--- src/rtl/id_exe_reg.sv ---
// ID/EXE pipeline register: captures the decoded control word and operands, holds on freeze,
// inserts an all-zero bubble on flush, and counts issued, bubble and stall cycles.
module id_exe_reg #(
   parameter int CNT_W = 16
) (
   input  logic             clk,
   input  logic             rst_n,
   input  logic             freeze,
   input  logic             flush,
   input  logic             cnt_clr,
   input  logic             id_valid,
   input  logic [3:0]       exeCmd,
   input  logic             memRead,
   input  logic             memWrite,
   input  logic             wbEn,
   input  logic             branch,
   input  logic             sOut,
   input  logic [31:0]      pc,
   input  logic [31:0]      val_rn,
   input  logic [31:0]      val_rm,
   input  logic             imm,
   input  logic [11:0]      shift_operand,
   input  logic [23:0]      signed_imm_24,
   input  logic [3:0]       dest,
   input  logic [3:0]       src1,
   input  logic [3:0]       src2,
   input  logic             carry_in,
   output logic             exe_valid,
   output logic [3:0]       exe_cmd,
   output logic             exe_mem_read,
   output logic             exe_mem_write,
   output logic             exe_wb_en,
   output logic             exe_branch,
   output logic             exe_s,
   output logic [31:0]      exe_pc,
   output logic [31:0]      exe_val_rn,
   output logic [31:0]      exe_val_rm,
   output logic             exe_imm,
   output logic [11:0]      exe_shift_operand,
   output logic [23:0]      exe_signed_imm_24,
   output logic [3:0]       exe_dest,
   output logic [3:0]       exe_src1,
   output logic [3:0]       exe_src2,
   output logic             exe_carry,
   output logic [CNT_W-1:0] issue_cnt,
   output logic [CNT_W-1:0] bubble_cnt,
   output logic [CNT_W-1:0] stall_cnt
);

   localparam int ENTRY_W = 156;

   logic [ENTRY_W-1:0] w_entry_in;
   logic [ENTRY_W-1:0] r_entry;
   logic               w_load;
   logic               w_issue;
   logic               w_bubble;
   logic               w_stall;
   logic [CNT_W-1:0]   r_issue_cnt;
   logic [CNT_W-1:0]   r_bubble_cnt;
   logic [CNT_W-1:0]   r_stall_cnt;

   // The whole stage entry is one register so flush and freeze act on every field uniformly.
   assign w_entry_in = {id_valid, exeCmd, memRead, memWrite, wbEn, branch, sOut,
                        pc, val_rn, val_rm, imm, shift_operand, signed_imm_24,
                        dest, src1, src2, carry_in};

   assign {exe_valid, exe_cmd, exe_mem_read, exe_mem_write, exe_wb_en, exe_branch, exe_s,
           exe_pc, exe_val_rn, exe_val_rm, exe_imm, exe_shift_operand, exe_signed_imm_24,
           exe_dest, exe_src1, exe_src2, exe_carry} = r_entry;

   assign w_load   = !flush && !freeze;
   assign w_issue  = w_load && id_valid;
   assign w_bubble = flush || (w_load && !id_valid);
   assign w_stall  = !flush && freeze;

   always_ff @(posedge clk or negedge rst_n) begin
      if (!rst_n) begin
         r_entry <= '0;
      end else if (flush) begin
         r_entry <= '0;
      end else if (!freeze) begin
         r_entry <= w_entry_in;
      end
   end

   // Exactly one of issue/bubble/stall is set each cycle; counters wrap freely.
   always_ff @(posedge clk or negedge rst_n) begin
      if (!rst_n) begin
         r_issue_cnt  <= '0;
         r_bubble_cnt <= '0;
         r_stall_cnt  <= '0;
      end else if (cnt_clr) begin
         r_issue_cnt  <= '0;
         r_bubble_cnt <= '0;
         r_stall_cnt  <= '0;
      end else begin
         if (w_issue)  r_issue_cnt  <= r_issue_cnt + 1'b1;
         if (w_bubble) r_bubble_cnt <= r_bubble_cnt + 1'b1;
         if (w_stall)  r_stall_cnt  <= r_stall_cnt + 1'b1;
      end
   end

   assign issue_cnt  = r_issue_cnt;
   assign bubble_cnt = r_bubble_cnt;
   assign stall_cnt  = r_stall_cnt;

endmodule

--- config.mk ---
export PLATFORM = sky130hd
export DESIGN_NAME = id_exe_reg
export DESIGN_NICKNAME = d
export VERILOG_FILES = /design/src/rtl/id_exe_reg.sv
export SDC_FILE = /design/constraint.sdc
export NUM_CORES = 1
export LEC_CHECK = 0
export CORE_MARGIN = 4
export CORE_UTILIZATION = 44
export CTS_BUF_LIST = sky130_fd_sc_hd__clkbuf_8
export CTS_CLUSTER_SIZE = 12
export DETAILED_ROUTE_END_ITERATION = 10
export PLACE_DENSITY = 0.83
export REMOVE_ABC_BUFFERS = 1
export SETUP_SLACK_MARGIN = 0.02
export SLEW_MARGIN = 20
export SYNTH_ARGS = -nofsm -noshare
export SYNTH_HDL_FRONTEND = slang
export SYNTH_SLANG_ARGS = --single-unit
--- constraint.sdc ---
create_clock -name clk -period 1.96 [get_ports clk]
set_input_delay 0.392 -clock clk [delete_from_list [all_inputs] [get_ports clk]]
set_output_delay 0.392 -clock clk [all_outputs]
set_load 0.02 [all_outputs]
# Word-level counts from Yosys, hierarchy flattened
# Cells that the tools add are included.
[word_totals]
reg_bits = 204
input_bits = 161
out_inout_bits = 204
word_cells = 27
[op_classes]
addsub = 3
n_eq_ne = 1
n_mux = 8
reduce_logical = 11
[op_table]
columns = ["op", "n"]
rows = [
  ["two-way mux 156 bit", 2],
  ["two-way mux 16 bit", 6],
  ["adder 16 x 1 -> 16 bit (second input constant)", 3],
  ["nonzero test 2 bit", 3],
  ["logical AND 1 bit", 4],
  ["zero test 1 bit", 3],
  ["inequality test 2 x 1 -> 1 bit (second input constant)", 1],
  ["logical OR 1 bit", 1],
]

# Depth between registers and ports, before layout
# Gate-level depths: netlist of run 1.
[depth]
word_depth = 6
mapped_depth = 7

# Worst setup path after synthesis of run 1
# OpenSTA, ideal clock, no wires.
[synth_timing]
kind = "input-to-reg"
start = "input port freeze"
end = "register r_issue_cnt[12] (netlist: issue_cnt[12])"
setup_ps = 78
t_arrival_ps = 2121
t_required_ps = 1882
path_slack_ps = -239
path_stages = 7
path_buffers = 3
cell_sequence = "clkbuf_1 or3b_1 buf_6 or4_1 buf_2 or3_1 a21oi_1"
[synth_via]
elab_chain_len = 4
[synth_lines]
columns = ["element", "line", "text"]
rows = [
  ["start, declared", "8", "input logic freeze,"],
  ["zero test 1 bit", "--", ""],
  ["logical AND 1 bit", "71", "assign w_load = !flush && !freeze;"],
  ["logical AND 1 bit", "72", "assign w_issue = w_load && id_valid;"],
  ["nonzero test 2 bit (no source line)", "--", ""],
  ["end signal, assigned", "97", "if (w_issue) r_issue_cnt <= r_issue_cnt + 1'b1;"],
  ["end, declared", "58", "logic [CNT_W-1:0] r_issue_cnt;"],
]
# No other way between the ends.
# A chain may end at the register's enable or synchronous reset.

# Worst setup path in the final report of run 1
[layout_timing]
start = "register r_entry[75]"
end = "output port exe_val_rm[25]"
[layout_rtl]
columns = ["element", "line", "text"]
rows = [
  ["start, declared", "53", "logic [ENTRY_W-1:0] r_entry;"],
  ["start signal, assigned", "82", "r_entry <= w_entry_in;"],
  ["end, declared", "37", "output logic [31:0] exe_val_rm,"],
]
# No word-level cell between the ends.

==> results of run 1 <==
==> logic make-up (layout without fill, tap and decap cells) <==
kind of cell | after synthesis | count (layout) | synth area share
xor gates and xnor gates | 24 | 24 | 0.0245
other | 0 | 3 | 0
muxes | 159 | 159 | 0.186
adders and majority gates | 3 | 3 | 0.00438
DFF | 204 | 204 | 0.596
and+or+nand+nor | 262 | 262 | 0.134
AOI/OAI and AO/OA | 48 | 48 | 0.0323
buffers and inverters | 48 | 458 | 0.0232
==> path summary, 6_finish.rpt <==
kind	start	to	slack, ns	cells past startpoint
max	r_entry[75]	exe_val_rm[25]	0.06	1
min	id_valid	r_entry[155]	0.32	4
max in group asynchronous	rst_n	issue_cnt[9]	0.90	3
min in group asynchronous	rst_n	r_entry[8]	0.44	2
max reg2reg	issue_cnt[0]	issue_cnt[12]	0.15	5
min reg2reg	r_entry[61]	r_entry[61]	0.51	2
==> routing by layer <==
layer  vias to the layer above  global-route usage  share of wire
met3                        55              0.0687          0.079
met5                         -                   0              0
li1                       3343                   -              -
met1                      3523               0.287           0.38
met2                       273               0.403           0.51
met4                         0              0.0969          0.031
==> where the power goes <==
part | internal [mW] | switching [mW]
logic | 0.835 | 0.777
clock network | 1.92 | 1.63
registers | 4.40 | 0.106
==> synth_stat cells (all sizes together) (7+ instances only) <==
cell type  instances  area, um^2
dfrtp            204        5100
nor2             184         691
mux2i            159        1590
clkbuf            24        90.1
a21oi             21         105
buf               21        97.6
nand2             18        67.6
xor2              18         158
o21ai             14        70.1
or3               13        81.3
nand3             11        55.1
nand4              8        50.1
or4                8        63.8
and3               7        43.8
==> flip-flops by register name (all words and copies together), names as in the netlist <==
register    count
bubble_cnt     16
issue_cnt      16
stall_cnt      16
r_entry       156
==> area by class of cell <==
class	instances	area, um^2
fill	1425	5600
sequential	204	5100
timing repair buffer	399	3990
multi-input combinational	496	3290
clock buffer	42	578
tap	260	325
clock inverter	14	55.1
inverter	3	11.3
antenna	3	7.51
==> repair_timing <==
| item | 4_1_cts | 5_1_grt |
|---|---|---|
| hold buffers | 1 | 0 |
| setup buffers | 0 | 0 |
| endpoints found under the hold margin | 42 | 0 |
| gates resized for setup | 42 | 25 |
| gates cloned | 0 | 0 |
| setup endpoints to repair | 42 | 25 |
| pin swaps | 1 | 2 |
==> per-stage QoR <==
step                      total power [mW]  instances  utilization  hold WS [ns]  setup WS (ns)
final                                 9.67       1421        0.704         0.325         0.0637
after global routing                  10.1       1421        0.704         0.349         0.0201
after CTS                             9.79       1418        0.701         0.408         0.0227
after detailed placement              6.21       1361        0.669         0.383         -0.610
after global placement                6.18       1361        0.669         0.377         -0.533
after floorplan                       5.12        703            -        0.0964         -0.109
==> flow_metrics.tcl, run 1 <==
set metrics [dict create \
    outcome "complete, no violations" \
    cts_tree "built" \
    synth-seq-area-share 0.596 \
    htree_num_levels 2 \
    finalSetupViolCount 0 \
    hold_class "in -> reg" \
    ys_ff_latch 204 \
    die_w_um 148 \
    final_cell_mix "clkdlybuf4s50_1, dfrtp_1, nor2_1" \
    period_minus_slack_ns 1.90 \
    grt_use_total 0.238 \
    path_cells "clkdlybuf4s50_1" \
    drc 0 \
    cts_buffers 35 \
    via_count 7194 \
    die_area_um2 21800 \
    nNetsFinal 1303 \
    ir_worst_vdd_v 0.000481 \
    relSlewSlack 0.308 \
    portBuffers 364 \
    drive_above_1_share 0.0760 \
    worstMarginPinSlew_ns 1.04 \
    fmax_mhz 527 \
    fin_tns_setup_ns 0 \
    maxCapViolations 0 \
    cts.sinks 204 \
    grt_pass1_wl_mm 41.5 \
    leakage_nw 6.74 \
    synth_flop_cell "dfrtp_1" \
    crit_family "buffers and inverters" \
    dpl-instance-area_um2 12700 \
    drt_first_pass_iters 4 \
    syn_area_per_cell_um2 11.5 \
    grt_max_degree 130 \
    antenna_left 0 \
    synth.distinct_cells 35 \
    cts-root-buf "clkbuf_8" \
    synth_warnings 0 \
    slew_viol_final 0 \
    antenna_found_initial 3 \
    final_common_cell "clkdlybuf4s50_1" \
    rsz0062_at_grt "no" \
    first_global_vias 7471 \
    synth-edff-count 0 \
    clockBufferDepth 3 \
    finalCritPeriodShare 0.968 \
    finClkSkew_ns 0.0274 \
    drt_wl_total_mm 26.2 \
    final-hold-violation-count 0 \
    crit_path_max_fanout 2 \
    grt.overflow.total 0 \
    cp-start-kind "flip-flop" \
    rows 50 \
    power_density_nw_per_um2 724 \
    hpwl_mm 18.9 \
    coreArea_um2 19000 \
    cp.arrival_ns 1.50 \
    synthesis.area_um2 8570 \
    netlist_instances 748 \
    drtIter0Drc 277 \
    gp_congestion 0.830 \
    worstPathRequired_ns 1.57 \
    clk_latency_ns 0.50 \
    stdcell_area_um2 13400 \
    areaGrowthSynthToFinish_pct 55.8 \
    wl_per_cell_um 18.5 \
    io_pins 365 \
    criticalPathCategory "reg -> out" \
    crit_buf_inv 1 \
    cp_slowest_cell "clkdlybuf4s50_1" \
    synth-async-reset-ratio 1.00 \
    initial_utilization 0.452 \
    endpoint_kind "output port" \
    dieHeight_um 148 \
    clkTransAtPathRegs_ns 0.06 \
    max_stage_delay_ns 0.66 \
    viasPerCell 5.06 \
]
No activity file was read; power rests on OpenSTA's default activity.
==> inputs of run 2 (changes only) <==
--- a/config.mk
+++ b/config.mk
@@ -10,7 +10,9 @@
 export CTS_BUF_LIST = sky130_fd_sc_hd__clkbuf_8
 export CTS_CLUSTER_SIZE = 12
 export DETAILED_ROUTE_END_ITERATION = 10
+export MAX_ROUTING_LAYER = met4
 export PLACE_DENSITY = 0.83
+export RECOVER_POWER = 100
 export REMOVE_ABC_BUFFERS = 1
 export SETUP_SLACK_MARGIN = 0.02
 export SLEW_MARGIN = 20
==> flow_metrics.tcl, run 2 (synthesized netlist as in run 1, its figures left out) <==
set metrics [dict create \
    areaGrowthSynthToFinish_pct 52.4 \
    switchingPower_mw 2.51 \
    grt_use_total 0.245 \
    leakage_nw 6.27 \
    power_density_nw_per_um2 738 \
    endpoint_kind "output port" \
    outcome "complete, no violations" \
    grt.overflow.total 0 \
    maxCapViolations 0 \
    die_w_um 148 \
    finalSetupViolCount 0 \
    r2r-start "issue_cnt[0]" \
    fmax_mhz 527 \
    dp_cells 1361 \
    rsz0062_at_grt "no" \
    path_cells "clkdlybuf4s50_1" \
    final-hold-violation-count 0 \
    final_common_cell "clkdlybuf4s50_1" \
    drive_above_1_share 0.0699 \
    whs_ns 0.322 \
    grt_max_degree 130 \
    pwr-share-clk 0.368 \
    drt_wl_total_mm 26.3 \
    worstMarginPinSlew_ns 1.46 \
    htree_num_levels 2 \
    clk_latency_ns 0.50 \
    instances_no_fill 1421 \
    hold_class "in -> reg" \
    wl_per_cell_um 18.5 \
    relSlewSlack 0.0299 \
    comb_power_share 0.164 \
    criticalPathCategory "reg -> out" \
    dpl-instance-area_um2 12700 \
    p_int_mw 7.12 \
    cts_tree "built" \
    antenna_left 0 \
    slew_viol_final 0 \
    first_global_vias 7511 \
    drc 0 \
    finalCritPeriodShare 0.969 \
    clkTransAtPathRegs_ns 0.06 \
    drt_first_pass_iters 4 \
    hpwl_mm 18.9 \
    cp-startpoint "r_entry[75]" \
    fin_tns_setup_ns 0 \
    rows 50 \
    grt_pass1_wl_mm 41.4 \
    swShare 0.260 \
    cts.sinks 204 \
    rrSetupSlack_ns 0.09 \
    crit_buf_inv 1 \
    worstPathRequired_ns 1.57 \
    coreArea_um2 19000 \
    cts_buffers 35 \
    io_pins 365 \
    cp_slowest_cell "clkdlybuf4s50_1" \
    final_cell_mix "clkdlybuf4s50_1, dfrtp_1, nor2_1" \
    whs_path_depth 4 \
    critical_path_cell_count 1 \
    nNetsFinal 1303 \
    power.total_mw 9.63 \
    ir_worst_vdd_v 0.000477 \
    max_stage_delay_ns 0.66 \
    hold_path_startpoint "id_valid" \
    seqPwrFrac 0.468 \
    gp_congestion 0.843 \
    clockBufferDepth 3 \
    drtIter0Drc 331 \
    crit_path_max_fanout 2 \
    dieHeight_um 148 \
    crit_family "buffers and inverters" \
    via_count 7189 \
    die_area_um2 21800 \
    antenna_found_initial 3 \
    period_minus_slack_ns 1.90 \
    largest_register_ffs 156 \
    cp-start-kind "flip-flop" \
    finClkSkew_ns 0.0263 \
    initial_utilization 0.452 \
    viasPerCell 5.06 \
    cp.arrival_ns 1.51 \
    portBuffers 364 \
    cts-root-buf "clkbuf_8" \
    stdcell_area_um2 13100 \
    cts_setup_buffers 0 \
    r2r_cells 5 \
    top_register "r_entry" \
]
-- run 2: changes by cell type in the layout (fill, tap and decap cells not counted), sizes merged --
cell	change
buf	-11
clkdlybuf4s50	-1
dlymetal6s2s	-22
clkbuf	+33
dlygate4sd3	+1
-- run 2: area by class of cell --
class	instances	area, um^2
Antenna cell	3	7.51
Inverter	3	11.3
Fill cell	1485	5900
Tap cell	260	325
Timing Repair Buffer	399	3700
Clock inverter	14	55.1
Sequential cell	204	5100
Multi-Input combinational cell	496	3280
Clock buffer	42	578
-- run 2: power groups by stage --
stage	logic (mW)	clock network, mW	registers [mW]
floorplan	0.303	0	4.82
global route	1.69	3.85	4.54
CTS	1.63	3.65	4.51
global placement	1.61	0	4.57
finish	1.58	3.54	4.51
detailed placement	1.63	0	4.59
-- run 2: timing repair --
action	CTS	global route
endpoints found under the hold margin	42	0
setup endpoints to repair	42	25
resized for setup	42	25
hold buffers	1	0
pin swaps	1	2
cloned	0	0
-- run 2: final timing paths --
kind,endpoint
worst min-delay path,r_entry[155]
max in group asynchronous,bubble_cnt[8]
worst max register to register,issue_cnt[12]
min in group asynchronous,r_entry[117]
worst min register to register,r_entry[61]
worst max-delay path,exe_val_rm[25]
-- run 2: layer usage --
layer | routed length, um | GRT usage | vias up
li1 | - | - | 3335
met1 | 10100 | 0.292 | 3522
met2 | 13200 | 0.399 | 271
met3 | 2000 | 0.0632 | 61
met4 | 918 | 0.101 | 0
met5 | 0 | - | -
-- run 2: through the flow --
stage | util | setup slack [ns]
3_3_place_gp | 0.669 | -0.533
2_1_floorplan | - | -0.109
3_5_place_dp | 0.669 | -0.610
4_1_cts | 0.701 | 0.0227
6_report | 0.689 | 0.0614
5_1_grt | 0.689 | 0.0144
-- run 2: worst min-delay path, cell delays in order --
cell            delay, ns
dlymetal6s2s_1       0.12
buf_4                0.14
mux2i_1              0.06
nor2_1               0.07
==> inputs of run 3 (changes only) <==
--- a/config.mk
+++ b/config.mk
@@ -5,9 +5,11 @@
 export SDC_FILE = /design/constraint.sdc
 export NUM_CORES = 1
 export LEC_CHECK = 0
+export CAP_MARGIN = 20
 export CORE_MARGIN = 4
 export CORE_UTILIZATION = 44
 export CTS_BUF_LIST = sky130_fd_sc_hd__clkbuf_8
+export CTS_CLUSTER_DIAMETER = 80
 export CTS_CLUSTER_SIZE = 12
 export DETAILED_ROUTE_END_ITERATION = 10
 export MAX_ROUTING_LAYER = met4
==> flow_metrics.tcl, run 3 (synthesized netlist as in run 1, its figures left out) <==
set metrics [dict create \
    final-hold-violation-count 0 \
    clkTransAtPathRegs_ns 0.08 \
    coreArea_um2 19000 \
    htree_num_levels 1 \
    final_cell_mix "clkdlybuf4s50_1, dfrtp_1, nor2_1" \
    post-route-util 0.657 \
    hold_path_startpoint "freeze" \
    hpwl_mm 18.9 \
    die_area_um2 21800 \
    period_minus_slack_ns 1.97 \
    drive_above_1_share 0.0454 \
    finClkSkew_ns 0.00738 \
    crit_path_max_fanout 5 \
    criticalPathCategory "in -> reg" \
    worstPathRequired_ns 2.39 \
    cts_tree "built" \
    die_w_um 148 \
    rsz0062_at_grt "yes" \
    nNetsFinal 1288 \
    instances_no_fill 1386 \
    finalCritPeriodShare 1.00 \
    drt_first_pass_iters 4 \
    gp_congestion 0.843 \
    areaGrowthSynthToFinish_pct 45.3 \
    power_density_nw_per_um2 668 \
    cts.sinks 204 \
    worstMarginPinSlew_ns 1.49 \
    clockBufferDepth 3 \
    viasPerCell 5.08 \
    multi_input_area_um2 3270 \
    grt_max_degree 130 \
    endpoint_kind "flip-flop" \
    antenna_left 0 \
    top_register "r_entry" \
    cp-startpoint "id_valid" \
    wl_per_cell_um 18.6 \
    rrSetupSlack_ns 0.13 \
    drc 0 \
    ir_worst_vdd_v 0.000522 \
    antenna_found_initial 3 \
    outcome "complete, but fails checks" \
    maxCapViolations 0 \
    cts_buffers 20 \
    dp_cells 1361 \
    fillers 1601 \
    grt.overflow.total 0 \
    violations "negative setup slack" \
    whs_path_depth 5 \
    cts-root-buf "clkbuf_8" \
    drtIter0Drc 336 \
    hold_end "issue_cnt[11]" \
    ff_latch_area_um2 5100 \
    largest_register_ffs 156 \
    rows 50 \
    grt_use_total 0.237 \
    final_common_cell "clkdlybuf4s50_1" \
    fmax_mhz 508 \
    via_count 7047 \
    portBuffers 364 \
    fin_tns_setup_ns -0.00805 \
    initial_utilization 0.452 \
    relSlewSlack 0.00815 \
    io_pins 365 \
    drt_wl_total_mm 25.8 \
    finalSetupViolCount 1 \
    slew_viol_final 0 \
    cp.arrival_ns 2.40 \
    leakage_nw 6.02 \
    cts_setup_buffers 0 \
    dieHeight_um 148 \
    clk_latency_ns 0.50 \
    r2r_cells 5 \
    first_global_vias 7227 \
    postLayoutSetupSlackWorst_ns -0.00805 \
    hold_class "in -> reg" \
    grt_pass1_wl_mm 40.2 \
    r2r_end "issue_cnt[12]" \
    cp-start-kind "primary input" \
    r2r-start "issue_cnt[0]" \
]
## run 3: report_power, final
part	internal [mW]	total, mW	switching (mW)
Sequential	4.39	4.50	0.106
Combinational	0.731	1.50	0.773
Clock	0.955	2.32	1.36
Total	6.08	8.32	2.24
## run 3: how the worst max path moves through the flow
stage                     to  depth (start not counted)
3_5_place_dp   issue_cnt[12]                          5
5_1_grt        issue_cnt[15]                          5
4_1_cts           exe_pc[17]                          1
2_1_floorplan  issue_cnt[12]                          4
3_3_place_gp   issue_cnt[10]                          5
6_report       issue_cnt[13]                          5
## run 3: final cells by class
| class | count | area share |
|---|---|---|
| multi-input cells | 496 | 0.263 |
| clock buffers | 21 | 0.0232 |
| repair buffers | 399 | 0.276 |
| flip-flops and latches | 204 | 0.410 |
| diodes | 3 | 0.000603 |
| well taps | 260 | 0.0261 |
| inverters | 3 | 0.000905 |
## run 3: metal layers
layer / share of wire / global-route usage / vias to the layer above
met2: 0.51 / 0.388 / 243
met3: 0.074 / 0.0592 / 40
met4: 0.022 / 0.0760 / 0
met1: 0.40 / 0.290 / 3473
li1: - / - / 3291
met5: 0 / - / -
## run 3: repair_timing
action,CTS,global route
pin swaps,0,1
hold buffers,1,0
hold endpoints to repair,42,0
gates resized for setup,61,64
endpoints found under the setup margin,62,66
## run 3: critical path: stages
cell,delay [ns]
clkdlybuf4s50_1,0.50
or3b_4,0.41
or4_4,0.57
or3_1,0.34
a21oi_1,0.19
## run 3: through the flow
stage | area, um^2 | power, mW | hold slack [ns] | worst slack (ns)
6_report | 12400 | 8.32 | 0.461 | -0.00805
5_1_grt | 12400 | 8.72 | 0.441 | 0.00707
4_1_cts | 12900 | 8.53 | 0.394 | 0.0205
3_5_place_dp | 12700 | 6.21 | 0.383 | -0.610
3_3_place_gp | 12700 | 6.18 | 0.377 | -0.533
2_1_floorplan | 8380 | 5.12 | 0.0964 | -0.109
